$ cat config.mk
export PLATFORM = sky130hd
export DESIGN_NAME = rv32_mtimer
export DESIGN_NICKNAME = d
export VERILOG_FILES = /design/src/rtl/rv32_mtimer.sv
export SDC_FILE = /design/constraint.sdc
export NUM_CORES = 1
export LEC_CHECK = 0
export ABC_AREA = 0
export CORE_MARGIN = 4
export CORE_UTILIZATION = 35
export DETAILED_ROUTE_END_ITERATION = 8
export PLACE_DENSITY = 0.5
export SLEW_MARGIN = 20
export SYNTH_ARGS = -nofsm -noshare
export SYNTH_HDL_FRONTEND = slang
export SYNTH_SLANG_ARGS = --single-unit
$ cat constraint.sdc
create_clock -name clk -period 8.4 [get_ports clk]
set_clock_uncertainty 0.05 [all_clocks]
set_input_delay 0.84 -clock clk [delete_from_list [all_inputs] [get_ports clk]]
set_output_delay 0.84 -clock clk [all_outputs]
set_load 0.02 [all_outputs]
$ cat src/rtl/rv32_mtimer.sv
// Machine timer peripheral: 64-bit prescaled mtime, 64-bit mtimecmp and a level
// timer interrupt, exposed as six 32-bit registers behind a one-cycle ack bus.
module rv32_mtimer #(
    parameter logic [31:0] BASE_ADDR    = 32'h0000_2000,
    parameter logic [31:0] PRESCALE_RST = 32'd0
) (
    input  logic        clk,
    input  logic        rst,
    input  logic        rready_cpu,
    output logic        rvalid_cpu,
    input  logic        wvalid_cpu,
    output logic        wready_cpu,
    input  logic [3:0]  strb_cpu,
    input  logic [31:0] addr_cpu,
    input  logic [31:0] data_cpu_o,
    output logic [31:0] rdata_cpu,
    output logic        timer_irq
);

    typedef enum logic [1:0] {
        S_IDLE = 2'd0,
        S_RACK = 2'd1,
        S_WACK = 2'd2
    } state_t;

    function automatic logic [31:0] merge_bytes(input logic [31:0] old_v,
                                                input logic [31:0] new_v,
                                                input logic [3:0]  strb);
        logic [31:0] res;
        for (int i = 0; i < 4; i++) begin
            res[8*i +: 8] = strb[i] ? new_v[8*i +: 8] : old_v[8*i +: 8];
        end
        return res;
    endfunction

    state_t      state_r, state_nxt_s;
    logic        hit_s, wr_s, rd_s, tick_s;
    logic [3:0]  wr_code_s;
    logic [31:0] rd_mux_s;

    logic [63:0] mtime_r, mtime_nxt_s;
    logic [63:0] mtimecmp_r, mtimecmp_nxt_s;
    logic        irq_en_r, irq_en_nxt_s;
    logic        cnt_en_r, cnt_en_nxt_s;
    logic [31:0] prescale_r, prescale_nxt_s;
    logic [31:0] pcnt_r, pcnt_nxt_s;

    logic        rvalid_r, wready_r, irq_r;
    logic [31:0] rdata_r;
    logic        unused_addr_s;

    assign hit_s         = (addr_cpu[31:5] == BASE_ADDR[31:5]);
    assign unused_addr_s = ^addr_cpu[1:0];
    assign tick_s        = cnt_en_r && (pcnt_r == prescale_r);
    // Only a committed write selects a register; 4'hF means no write this cycle.
    assign wr_code_s     = wr_s ? {1'b0, addr_cpu[4:2]} : 4'hF;

    // Bus FSM: a write beats a simultaneous read, and nothing is accepted while acking.
    always_comb begin
        state_nxt_s = S_IDLE;
        wr_s        = 1'b0;
        rd_s        = 1'b0;
        case (state_r)
            S_IDLE: begin
                if (hit_s && wvalid_cpu) begin
                    state_nxt_s = S_WACK;
                    wr_s        = 1'b1;
                end else if (hit_s && rready_cpu) begin
                    state_nxt_s = S_RACK;
                    rd_s        = 1'b1;
                end else begin
                    state_nxt_s = S_IDLE;
                end
            end
            S_RACK:  state_nxt_s = S_IDLE;
            S_WACK:  state_nxt_s = S_IDLE;
            default: state_nxt_s = S_IDLE;
        endcase
    end

    // Counter advance followed by register writes; an mtime write overrides the increment.
    always_comb begin
        mtime_nxt_s    = mtime_r;
        mtimecmp_nxt_s = mtimecmp_r;
        irq_en_nxt_s   = irq_en_r;
        cnt_en_nxt_s   = cnt_en_r;
        prescale_nxt_s = prescale_r;
        pcnt_nxt_s     = pcnt_r;

        if (cnt_en_r) begin
            if (tick_s) begin
                pcnt_nxt_s = 32'd0;
            end else begin
                pcnt_nxt_s = pcnt_r + 32'd1;
            end
        end else begin
            pcnt_nxt_s = pcnt_r;
        end

        if (tick_s) begin
            mtime_nxt_s = mtime_r + 64'd1;
        end else begin
            mtime_nxt_s = mtime_r;
        end

        case (wr_code_s)
            4'd0: mtime_nxt_s = {mtime_r[63:32],
                                 merge_bytes(mtime_r[31:0], data_cpu_o, strb_cpu)};
            4'd1: mtime_nxt_s = {merge_bytes(mtime_r[63:32], data_cpu_o, strb_cpu),
                                 mtime_r[31:0]};
            4'd2: mtimecmp_nxt_s[31:0]  = merge_bytes(mtimecmp_r[31:0], data_cpu_o, strb_cpu);
            4'd3: mtimecmp_nxt_s[63:32] = merge_bytes(mtimecmp_r[63:32], data_cpu_o, strb_cpu);
            4'd4: begin
                cnt_en_nxt_s = strb_cpu[0] ? data_cpu_o[0] : cnt_en_r;
                irq_en_nxt_s = strb_cpu[0] ? data_cpu_o[1] : irq_en_r;
            end
            4'd5: begin
                prescale_nxt_s = merge_bytes(prescale_r, data_cpu_o, strb_cpu);
                pcnt_nxt_s     = 32'd0;
            end
            default: begin
            end
        endcase
    end

    // Read data mux; the two spare slots read as zero.
    always_comb begin
        rd_mux_s = 32'd0;
        case (addr_cpu[4:2])
            3'd0:    rd_mux_s = mtime_r[31:0];
            3'd1:    rd_mux_s = mtime_r[63:32];
            3'd2:    rd_mux_s = mtimecmp_r[31:0];
            3'd3:    rd_mux_s = mtimecmp_r[63:32];
            3'd4:    rd_mux_s = {30'd0, irq_en_r, cnt_en_r};
            3'd5:    rd_mux_s = prescale_r;
            default: rd_mux_s = 32'd0;
        endcase
    end

    // State, timer registers and registered bus/interrupt outputs.
    always_ff @(posedge clk) begin
        if (rst) begin
            state_r    <= S_IDLE;
            mtime_r    <= 64'd0;
            mtimecmp_r <= 64'hFFFF_FFFF_FFFF_FFFF;
            irq_en_r   <= 1'b0;
            cnt_en_r   <= 1'b1;
            prescale_r <= PRESCALE_RST;
            pcnt_r     <= 32'd0;
            rvalid_r   <= 1'b0;
            wready_r   <= 1'b0;
            rdata_r    <= 32'd0;
            irq_r      <= 1'b0;
        end else begin
            state_r    <= state_nxt_s;
            mtime_r    <= mtime_nxt_s;
            mtimecmp_r <= mtimecmp_nxt_s;
            irq_en_r   <= irq_en_nxt_s;
            cnt_en_r   <= cnt_en_nxt_s;
            prescale_r <= prescale_nxt_s;
            pcnt_r     <= pcnt_nxt_s;
            rvalid_r   <= rd_s;
            wready_r   <= wr_s;
            if (rd_s) begin
                rdata_r <= rd_mux_s;
            end else begin
                rdata_r <= rdata_r;
            end
            // Compares the values settled at the previous edge, so it trails them by a cycle.
            irq_r      <= irq_en_r && (mtime_r >= mtimecmp_r);
        end
    end

    assign rvalid_cpu = rvalid_r;
    assign wready_cpu = wready_r;
    assign rdata_cpu  = rdata_r;
    assign timer_irq  = irq_r;

endmodule

==> results of run 1 <==
per-stage QoR:
stage	setup WS, ns	hold WS [ns]	cells
2_1_floorplan	4.79	0.391	1723
3_3_place_gp	3.06	0.399	2249
3_5_place_dp	3.05	0.405	2249
4_1_cts	3.64	0.416	2301
5_1_grt	3.77	0.437	2301
6_report	3.89	0.410	2301
sequential cells by signal (all words and copies together), names as in the netlist:
name and cells:
cnt_en_r 1, irq_en_r 1, mtime_r 64, mtimecmp_r 64
pcnt_r 32, prescale_r 32, rdata_cpu 32, rvalid_cpu 1
state_r 2, timer_irq 1, wready_cpu 1
critical path, stage by stage:
cell             delay (ns)
clkdlybuf4s50_1        0.40
buf_4                  0.23
or4b_2                 0.69
nor4_1                 0.43
and3_1                 0.24
buf_4                  0.29
or2_2                  0.62
nor3_1                 0.25
a21oi_2                0.58
nor2b_1                0.21
nor3_1                 0.06
report_power, final:
| group | total, W | switching [W] | internal (W) |
|---|---|---|---|
| combinational | 0.000140 | 0.0000921 | 0.0000481 |
| sequential | 0.00110 | 0.00000191 | 0.00110 |
| clock | 0.00129 | 0.000513 | 0.000776 |
| total | 0.00253 | 0.000607 | 0.00192 |
layout make-up:
class | instances | share of cell area [%]
repair buffers | 128 | 7.67
clock inverters | 10 | 0.635
well taps | 511 | 4.06
clock buffers | 42 | 5.55
inverters | 82 | 1.95
multi-input cells | 1297 | 50.8
flip-flops and latches | 231 | 29.3
kinds of logic (layout without fill, tap and decap cells):
kind of cell / count (synthesis) / after routing / share of synthesized area [%]
xor gates and xnor gates: 68 / 68 / 4.47
muxes: 20 / 20 / 2.74
DFF: 231 / 231 / 34.7
AOI/OAI and AO/OA: 416 / 416 / 20.9
buffers and inverters: 195 / 262 / 5.52
adders and majority gates: 66 / 66 / 6.20
and+or+nand+nor: 727 / 727 / 25.5
Yosys cell counts, types with 46 or more instances:
master	count
a21oi_1	88
a22oi_1	68
clkbuf_1	105
dfxtp_1	231
ha_1	66
inv_1	80
nand2_1	235
nand3_1	143
nor2_1	159
nor3_1	46
o21ai_0	91
xor2_1	50
path summary, 6_finish.rpt:
path	endpoint	cells after the start	from
setup / recovery	mtime_r[19]	11	addr_cpu[4]
hold / removal	rdata_cpu[1]	2	rdata_cpu[1]
setup reg to reg	mtime_r[60]	10	mtime_r[0]
hold reg to reg	rdata_cpu[1]	2	rdata_cpu[1]
metal layers:
layer	vias to the layer above	share of wire, %	GRT usage [%]
li1	6365	-	-
met1	6434	48	35.5
met3	60	6.7	3.05
met2	427	43	34.9
met5	-	0	0
met4	0	2.3	5.32
==> flow_metrics.tcl, run 1 <==
set metrics [dict create \
    clockBufferDepth 3 \
    rows 71 \
    final-hold-violation-count 0 \
    drive_gt1_share_pct 6.42 \
    fillers 3785 \
    synth_area_sq_mm 0.0133 \
    portBuffers 104 \
    cts_resized 0 \
    grt_pass1_vias 12400 \
    min_period_ns 4.51 \
    place_hpwl_um 35400 \
    worstSetupPathType "input port to register" \
    rsz0062_at_grt "false" \
    register_area_sq_mm 0.00462 \
    synth_top_cell_by_area "dfxtp_1" \
    cts-root-buf "clkbuf_16" \
    endpoint_kind "register" \
    synthCells 1723 \
    fin_setup_tns_ns 0 \
    die_h_um 203 \
    power_leakage_nw 6.41 \
    post_cts_buffers 0 \
    power_w 0.00253 \
    core_area_sq_mm 0.0376 \
    ant_nets 0 \
    final_nets 1907 \
    clock.fmax_mhz 222 \
    synth-warning-count 0 \
    crit_fanout 27 \
    dieWidth_um 203 \
    syn_area_per_cell_sq_um 7.73 \
    antenna_found_initial 0 \
    viasPerCell 5.77 \
    cp.required_ns 8.77 \
    ys.flop_type "dfxtp_1" \
    worstMarginPinSlew_ns 1.08 \
    synth_top_area_share_pct 34.7 \
    setup_viol 0 \
    hp-class "register to register" \
    grt_pass1_wl_um 76000 \
    dr.first_iter.drc_count 1037 \
    grt_max_degree 74 \
    cts_hold_buffers 0 \
    status "completed" \
    drc 0 \
    start_kind "input port" \
    ir_worst_vdd_uv 152 \
    cts_tree "done" \
    crit_arrival_ns 4.88 \
    finalMaxSlewViolations 0 \
    firstDrtPassIters 6 \
    clock_latency_ns 0.56 \
    syn-num-nets 1861 \
    utilization_pct 41.9 \
    reg2reg_slack_ns 4.26 \
    finalCritPeriodShare_pct 53.7 \
    synth-seq-cells 231 \
    synth_edf_count 0 \
    grt_overflow 0 \
    layout_commonest_cell "nand2_1" \
    routabilityCongestion 0.879 \
    place_area_sq_mm 0.0148 \
    synth_async_sr_flop_share_pct 0 \
    synth.distinct_cells 68 \
    drv_cap 0 \
    relSlewSlack_pct 28.0 \
    grt_usage_pct 23.3 \
    fp.dieArea_sq_mm 0.0412 \
    cts_buffers 29 \
    layout_common_cells "nand2_1 (235), dfxtp_1 (231), nor2_1 (158), nand3_1 (143), clkdlybuf4s50_1 (101)" \
    vias 13300 \
    cts_sinks 231 \
    n_antenna_cell 0 \
    p_per_area_mw_per_mm2 160 \
    cts_max_level 1 \
    io_pins 107 \
    wl_per_cell_um 21.3 \
    multi_input_area_sq_mm 0.00800 \
    synthTopCellsByArea "dfxtp_1 (35%), nand2_1 (6.6%), ha_1 (6.2%), nand3_1 (5.4%), nor2_1 (4.5%)" \
    final_area_sq_mm 0.0158 \
    ys_seq_area_share_pct 34.7 \
    syn2layout_area_growth_pct 18.3 \
    wirelength_um 49100 \
    clkTransAtPathRegs_ns 0.06 \
    initial_core_util_pct 35.5 \
]
No activity file was read; power rests on OpenSTA's default activity.
==> run 2, diff against run 1 <==
==> constraint.sdc (replaced) <==
create_clock -name clk -period 4.3 [get_ports clk]
set_clock_uncertainty 0.05 [all_clocks]
set_input_delay 0.43 -clock clk [delete_from_list [all_inputs] [get_ports clk]]
set_output_delay 0.43 -clock clk [all_outputs]
set_load 0.02 [all_outputs]
==> run 2 against run 1 <==
- count of clock-buffer cells in the layout is 3 higher
- combinational power is 98% higher
- global-route usage is 0.18 points lower
- total power is 93% higher
- largest cell class unchanged
- setup slack worse by 3.6 ns
- design area is 0.80% higher
- sequential cell count stayed put
- sequential share of layout area is 0.23 points lower
- die area stayed put
- cell count is 0.87% higher
==> flow_metrics.tcl, run 2 (synthesized netlist as in run 1, its figures left out) <==
set metrics [dict create \
    status "completed" \
    post_cts_buffers 0 \
    finalMaxSlewViolations 0 \
    reg2reg_slack_ns 0.31 \
    r2r_end "mtime_r[62]" \
    worstMarginPinSlew_ns 1.07 \
    hp-class "input port to register" \
    vias 13300 \
    grt_usage_pct 23.1 \
    dieWidth_um 203 \
    p_seq_share_pct 43.9 \
    final-hold-violation-count 0 \
    dr.first_iter.drc_count 991 \
    cts_tree "done" \
    setup_viol 0 \
    die_h_um 203 \
    grt_pass1_wl_um 75100 \
    multi_input_area_sq_mm 0.00798 \
    viasPerCell 5.71 \
    layout_common_cells "nand2_1 (235), dfxtp_1 (231), nor2_1 (159), nand3_1 (143), clkdlybuf4s50_1 (101)" \
    portBuffers 104 \
    switching_share_pct 24.0 \
    worstSetupPathType "register to register" \
    cts-root-buf "clkbuf_16" \
    firstDrtPassIters 5 \
    cts_sinks 231 \
    cts_buffers 29 \
    place_hpwl_um 36200 \
    fin_setup_tns_ns 0 \
    wl_per_cell_um 21.3 \
    core_area_sq_mm 0.0376 \
    p_sw_w 0.00117 \
    cts_hold_buffers 0 \
    drc 0 \
    grt_overflow 0 \
    power_leakage_nw 6.49 \
    fillers 3806 \
    min_period_ns 3.99 \
    r2r_start "mtime_r[1]" \
    clockPowerShare_pct 50.4 \
    hold_path_end "rdata_cpu[14]" \
    ir_worst_vdd_uv 275 \
    clkTransAtPathRegs_ns 0.06 \
    reg_top3 "mtime_r: 64 flops, mtimecmp_r: 64 flops" \
    crit_top_cell "or4_1" \
    grt_max_degree 58 \
    r2r_cells 10 \
    start_kind "register" \
    rows 71 \
    power_w 0.00489 \
    cp.required_ns 4.67 \
    crit_chain "ha_1 > nand4_2 > or4_1 > or4_1 > or4_1 > buf_4 > nor4_1 > o21ai_0 > a22oi_1 > nor2_1" \
    grt_pass1_vias 12300 \
    io_pins 107 \
    finalCritPeriodShare_pct 92.8 \
    relSlewSlack_pct 27.7 \
    rsz0062_at_grt "false" \
    critPathTopFamily "simple AND/OR/NAND/NOR gates" \
    clock_latency_ns 0.58 \
    fp.dieArea_sq_mm 0.0412 \
    register_area_sq_mm 0.00462 \
    cts_resized 0 \
    cts_max_level 1 \
    ant_nets 0 \
    cpMaxStageDelayCell "or4_1" \
    path_buf_inv 1 \
    n_antenna_cell 0 \
    drv_cap 0 \
    initial_core_util_pct 35.5 \
    clock.fmax_mhz 251 \
    p_per_area_mw_per_mm2 308 \
    layout_commonest_cell "nand2_1" \
    routabilityCongestion 0.903 \
    min_from "rst" \
    combPwrFrac_pct 5.7 \
    crit_fanout 7 \
    holdPathStages 2 \
    wirelength_um 49300 \
    syn2layout_area_growth_pct 19.2 \
    cp_slowest_stage_delay_ns 0.72 \
    clockBufferDepth 3 \
    endpoint_kind "register" \
    crit_arrival_ns 4.36 \
    drive_gt1_share_pct 6.80 \
    final_nets 1927 \
    intPower_w 0.00371 \
    antenna_found_initial 1 \
]
run 2: cell count changes in the layout (fill, tap and decap cells not counted), moves of 3 or more:
cell      delta
a21oi_1      +4
a21oi_2      -4
clkinv_2     -4
buf_4       +18
clkbuf_1     +6
clkbuf_8     -3
run 2: how the worst max path moves through the flow:
stage	from	endpoint	slack, ns	depth (start not counted)
5_1_grt	mtime_r[1]	mtime_r[62]	0.12	10
3_3_place_gp	mtime_r[1]	mtime_r[62]	0.43	10
2_1_floorplan	mtime_r[1]	mtime_r[60]	0.83	12
6_report	mtime_r[1]	mtime_r[62]	0.31	10
3_5_place_dp	mtime_r[1]	mtime_r[62]	0.36	10
4_1_cts	mtime_r[1]	mtime_r[62]	0.35	10
run 2: power groups by stage:
stage	logic, W	clock network, W	registers (W)
2_1_floorplan	0.000107	0	0.00219
3_3_place_gp	0.000272	0	0.00219
6_report	0.000277	0.00246	0.00215
5_1_grt	0.000291	0.00260	0.00215
3_5_place_dp	0.000271	0	0.00219
4_1_cts	0.000272	0.00252	0.00215
run 2: per-stage QoR:
| step | hold slack (ns) | cells | util (%) | setup WS [ns] | instance area, sq um |
|---|---|---|---|---|---|
| 2_1_floorplan | 0.391 | 1723 | - | 0.826 | 13300 |
| 3_3_place_gp | 0.395 | 2269 | 39.8 | 0.434 | 14900 |
| 3_5_place_dp | 0.404 | 2269 | 39.8 | 0.360 | 14900 |
| 4_1_cts | 0.234 | 2321 | 42.3 | 0.353 | 15900 |
| 5_1_grt | 0.275 | 2321 | 42.3 | 0.116 | 15900 |
| 6_report | 0.251 | 2321 | 42.3 | 0.311 | 15900 |
run 2: worst register-to-register path: stages (launching register included):
cell	delay [ns]
dfxtp_1	0.40
ha_1	0.26
nand4_2	0.23
or4_1	0.56
or4_1	0.70
or4_1	0.72
buf_4	0.23
nor4_1	0.37
o21ai_0	0.13
a22oi_1	0.16
nor2_1	0.05
run 2: layout make-up:
class | instances | area share (%)
multi-input combinational | 1297 | 50.3
sequential | 231 | 29.1
timing repair buffer | 148 | 8.71
clock buffer | 45 | 5.39
tap | 511 | 4.03
inverter | 82 | 1.94
clock inverter | 7 | 0.559
run 2: metal layers:
| layer | share of wire (%) | track usage (%) |
|---|---|---|
| met1 | 47 | 34.4 |
| met2 | 44 | 35.4 |
| met3 | 7.1 | 3.83 |
| met4 | 2.2 | 4.65 |
| met5 | 0 | 0 |
==> run 3, diff against run 2 <==
--- a/config.mk
+++ b/config.mk
@@ -6,10 +6,11 @@
 export NUM_CORES = 1
 export LEC_CHECK = 0
 export ABC_AREA = 0
+export CORE_ASPECT_RATIO = 1.2
 export CORE_MARGIN = 4
-export CORE_UTILIZATION = 35
+export CORE_UTILIZATION = 45
 export DETAILED_ROUTE_END_ITERATION = 8
-export PLACE_DENSITY = 0.5
+export PLACE_DENSITY = 0.61
 export SLEW_MARGIN = 20
 export SYNTH_ARGS = -nofsm -noshare
 export SYNTH_HDL_FRONTEND = slang
==> run 3 against run 2 <==
- sequential share of layout area up 0.46 points
- critical path depth unchanged
- critical endpoint is now mtime_r[60]
- via count up 0.75%
- hold slack better by 0.064 ns
- die area down 21%
- setup slack better by 0.10 ns
- combinational power down 3%
- routed wire length down 6.7%
==> flow_metrics.tcl, run 3 (synthesized netlist as in run 1, its figures left out) <==
set metrics [dict create \
    status "completed" \
    min_period_ns 3.89 \
    n_antenna_cell 0 \
    wirelength_um 46000 \
    cts_resized 0 \
    crit_fanout 9 \
    min_from "rst" \
    hold_path_end "rdata_cpu[14]" \
    worstMarginPinSlew_ns 0.887 \
    dp_cells 2143 \
    cp.required_ns 4.65 \
    r2r_start "mtime_r[1]" \
    dr.first_iter.drc_count 1452 \
    hp-class "input port to register" \
    grt_overflow 0 \
    fin_setup_tns_ns 0 \
    wl_per_cell_um 21.0 \
    initial_core_util_pct 45.9 \
    clock_latency_ns 0.53 \
    reg_top3 "mtime_r: 64 flops, mtimecmp_r: 64 flops" \
    cpMaxStageDelayCell "or4_1" \
    grt_pass1_vias 12200 \
    layout_commonest_cell "nand2_1" \
    drive_gt1_share_pct 6.65 \
    cts-root-buf "clkbuf_16" \
    viasPerCell 6.10 \
    rows 68 \
    start_kind "register" \
    reg2reg_slack_ns 0.41 \
    finalCritPeriodShare_pct 90.4 \
    grt_usage_pct 27.5 \
    holdPathStages 2 \
    grt_max_degree 56 \
    ant_nets 0 \
    vias 13400 \
    clkTransAtPathRegs_ns 0.06 \
    crit_top_cell "or4_1" \
    relSlewSlack_pct 40.3 \
    ir_worst_vdd_uv 339 \
    io_pins 107 \
    final_nets 1925 \
    die_h_um 196 \
    worstSetupPathType "register to register" \
    cp_slowest_stage_delay_ns 0.81 \
    finalMaxSlewViolations 0 \
    post_cts_buffers 0 \
    setup_viol 0 \
    drv_cap 0 \
    core_area_sq_mm 0.0290 \
    syn2layout_area_growth_pct 17.4 \
    cts_sinks 231 \
    portBuffers 104 \
    grt_pass1_wl_um 70800 \
    crit_arrival_ns 4.23 \
    clockBufferDepth 3 \
    cts_hold_buffers 0 \
    crit_chain "ha_1 > nand4_2 > or4_1 > or4_1 > or4_1 > or3_4 > nor2_1 > o21ai_0 > a22oi_1 > nor2_1" \
    endpoint_kind "register" \
    final-hold-violation-count 0 \
    fp.dieArea_sq_mm 0.0324 \
    final_cell_count_no_fill 2189 \
    cts_buffers 27 \
    cts_tree "done" \
    power_leakage_nw 6.43 \
    drc 0 \
    routabilityCongestion 0.923 \
    p_per_area_mw_per_mm2 299 \
    rsz0062_at_grt "false" \
    firstDrtPassIters 6 \
    power_w 0.00468 \
    clock.fmax_mhz 257 \
    cts_max_level 1 \
    r2r_end "mtime_r[60]" \
    antenna_found_initial 0 \
    place_hpwl_um 33500 \
    dieWidth_um 165 \
    r2r_cells 10 \
    layout_common_cells "nand2_1 (235), dfxtp_1 (231), nor2_1 (158), nand3_1 (143), clkdlybuf4s50_1 (101)" \
    fillers 2768 \
]
## run 3: worst max-delay path by stage
| stage | from | endpoint | slack, ns | cells after the start |
|---|---|---|---|---|
| floorplan | mtime_r[1] | mtime_r[60] | 0.83 | 12 |
| global placement | mtime_r[1] | mtime_r[60] | 0.47 | 10 |
| detailed placement | mtime_r[1] | mtime_r[60] | 0.44 | 10 |
| CTS | mtime_r[1] | mtime_r[60] | 0.42 | 10 |
| global route | mtime_r[1] | mtime_r[60] | 0.30 | 10 |
| finish | mtime_r[1] | mtime_r[60] | 0.41 | 10 |
## run 3: report_power, final
group | total [W] | leakage (nW) | internal (W) | switching, W
combinational | 0.000269 | 4.16 | 0.0000964 | 0.000173
sequential | 0.00215 | 1.86 | 0.00214 | 0.00000347
clock | 0.00227 | 0.414 | 0.00134 | 0.000930
## run 3: worst max-delay path: cells and delay by family (launching register included)
family	cells	cell delay, ns
flip-flops	1	0.39
AND/OR/NAND/NOR	7	2.82
adder cells (fa/ha/maj)	1	0.26
AO/OA/AOI/OAI	2	0.23
## run 3: metrics by stage
stage                     utilization (%)  hold slack (ns)  area, sq um  setup slack (ns)
after floorplan                         -            0.391        13300             0.826
after global placement               50.9            0.396        14800             0.466
after detailed placement             50.9            0.406        14800             0.442
after CTS                            53.9            0.304        15600             0.423
after global routing                 53.9            0.351        15600             0.304
final                                53.9            0.314        15600             0.412
## run 3: routing by layer
metal	wire length, um	up-vias	global-route usage [%]
li1	-	6398	-
met1	19900	6306	39.6
met2	20500	557	42.1
met3	4010	96	3.91
met4	1600	0	9.28
met5	0	-	0
## run 3: layout make-up
class,count,area [sq um],share of cell area [%]
Multi-Input combinational cell,1297,7990,51.1
Clock inverter,8,95.1,0.608
Inverter,82,308,1.97
Sequential cell,231,4620,29.6
Timing Repair Buffer,148,1380,8.85
Clock buffer,38,757,4.84
Tap cell,385,482,3.08
==> variant, RTL diff (settings of run 2) <==
Make the reset (`rst`) asynchronous in one clocked block.
--- a/src/rtl/rv32_mtimer.sv
+++ b/src/rtl/rv32_mtimer.sv
@@ -138,7 +138,7 @@
     end
 
     // State, timer registers and registered bus/interrupt outputs.
-    always_ff @(posedge clk) begin
+    always_ff @(posedge clk or posedge rst) begin
         if (rst) begin
             state_r    <= S_IDLE;
             mtime_r    <= 64'd0;
Check against the original RTL: differs if rst is asserted again (counterexample within 4 cycles, from zero or initial values and one cycle with rst high); with rst held inactive, the same outputs for 4 cycles.
==> variant against run 2 <==
  * Cell area increased by 7.4%
  * Critical path type unchanged
  * Power increased by 4.7%
  * Highest routed layer unchanged
  * Final cell count down 6.5%
  * Area after synthesis grew 7.6%
  * Worst setup slack improved by 600 ps
  * Largest cell class unchanged
  * Routed wire length up 7.0%
  * Utilization is 0.29 points higher
  * Sequential cell count down 2
==> variant: results <==
route:
  wl_met1_mm: 23.04
  via_count: 12720
  drt_wl_total_mm: 52.78
  drtPass1Iterations: 7
  wl_met2_mm: 24.52
  sum_of_met3_wire_segment_lengths_after_detailed_routing_mm: 3.057
placed_design:
  gp_congestion: 0.8907
  hpwlAfterDp_mm: 38.63
global_route:
  met2_usage_grt: 0.3787
  grt_use_met3: 0.03349
  grt_max_degree: 95
  antenna_violations_before_repair: 2
  first_global_vias: 12480
yosys:
  synth.area.top_cells: "sky130_fd_sc_hd__dfrtp_1 29%, sky130_fd_sc_hd__dfstp_2 12%, sky130_fd_sc_hd__mux2_2 8.6%, sky130_fd_sc_hd__ha_1 5.8%, sky130_fd_sc_hd__o21ai_0 5.0%"
  postSynth.topFlopCell: "sky130_fd_sc_hd__dfrtp_1"
  synth.net_count: 1672
  asyncSetResetFlopFracSynth: 1.000
  seq_area_frac_synth: 0.4053
final_layout:
  num-nets-final: 1759
  fillCellCount: 3973
  post_route_cells_drive_above_1_share: 0.1770
critical_path:
  slowest_delay_ps: 580
  critPathMaxFanout: 11
  arrival_ps: 3790
status:
  run_status: "finished clean"
timing:
  actual_transition_at_the_worst_max_transition_pin_ps: 1018
power:
  cellLeakagePower_nw: 6.929
==> variant: cell count changes after synthesis, moves of 51 or more <==
cell / run 2 / this run
sky130_fd_sc_hd__dfrtp_1: 0 / 164
sky130_fd_sc_hd__dfstp_2: 0 / 65
sky130_fd_sc_hd__dfxtp_1: 231 / 0
sky130_fd_sc_hd__mux2_2: 2 / 110
sky130_fd_sc_hd__nand2_1: 235 / 122
sky130_fd_sc_hd__nand3_1: 143 / 55
sky130_fd_sc_hd__nor2_1: 159 / 88
sky130_fd_sc_hd__o21ai_0: 91 / 142
==> variant: cell type report <==
cell class,count,share of cell area
Inverter,86,0.01914
Antenna cell,2,0.0002933
Multi-Input combinational cell,1136,0.4629
Clock inverter,11,0.01224
Timing Repair Buffer,139,0.07728
Sequential cell,229,0.3406
Clock buffer,43,0.04912
Tap cell,525,0.03849
==> variant: through the flow <==
| stage | area (um^2) | cells | util |
|---|---|---|---|
| finish | 17070 | 2171 | 0.4256 |
| global route | 17070 | 2171 | 0.4256 |
| CTS | 17050 | 2169 | 0.4253 |
| detailed placement | 16010 | 2115 | 0.3992 |
| global placement | 16010 | 2115 | 0.3992 |
| floorplan | 14350 | 1534 | - |
==> variant: power groups by stage <==
stage	combinational, mW	clock, mW	sequential (mW)
final	0.249	2.71	2.16
after global routing	0.266	2.86	2.16
after detailed placement	0.251	0	2.20
after CTS	0.252	2.77	2.16
after global placement	0.252	0	2.20
after floorplan	0.0889	0	2.20
==> variant: worst paths after layout <==
| path | start | endpoint | slack (ps) | cells after the start |
|---|---|---|---|---|
| max in group asynchronous | rst | mtimecmp_r[9]$_DFFE_PP1P_ | 3080 | 3 |
| min reg2reg | rdata_cpu[30]$_DFFE_PP0P_ | rdata_cpu[30]$_DFFE_PP0P_ | 430 | 2 |
| max reg2reg | mtime_r[12]$_DFFE_PP0P_ | mtime_r[63]$_DFFE_PP0P_ | 910 | 8 |
| min in group clk | rdata_cpu[30]$_DFFE_PP0P_ | rdata_cpu[30]$_DFFE_PP0P_ | 430 | 2 |
| max | mtime_r[12]$_DFFE_PP0P_ | mtime_r[63]$_DFFE_PP0P_ | 910 | 8 |
| min | rst | rdata_cpu[10]$_DFFE_PP0P_ | 200 | 2 |
==> variant: critical path: cells and delay by family, from the launching register on <==
kind | cells | cell delay, ps
and+or+nand+nor | 5 | 1910
AOI/OAI and AO/OA | 2 | 470
DFF | 1 | 550
buffers and inverters | 1 | 280
==> variant: kinds of logic (layout without fill, tap and decap cells) <==
logic type                 Yosys count  count (layout)  synth area share
and+or+nand+nor                    458             458            0.1624
muxes                              136             136            0.1159
xor gates and xnor gates            60              60           0.03664
other                                0               2                 0
adders and majority gates           66              66           0.05758
buffers and inverters              169             279           0.04641
DFF                                229             229            0.4053
AOI/OAI and AO/OA                  416             416            0.1759
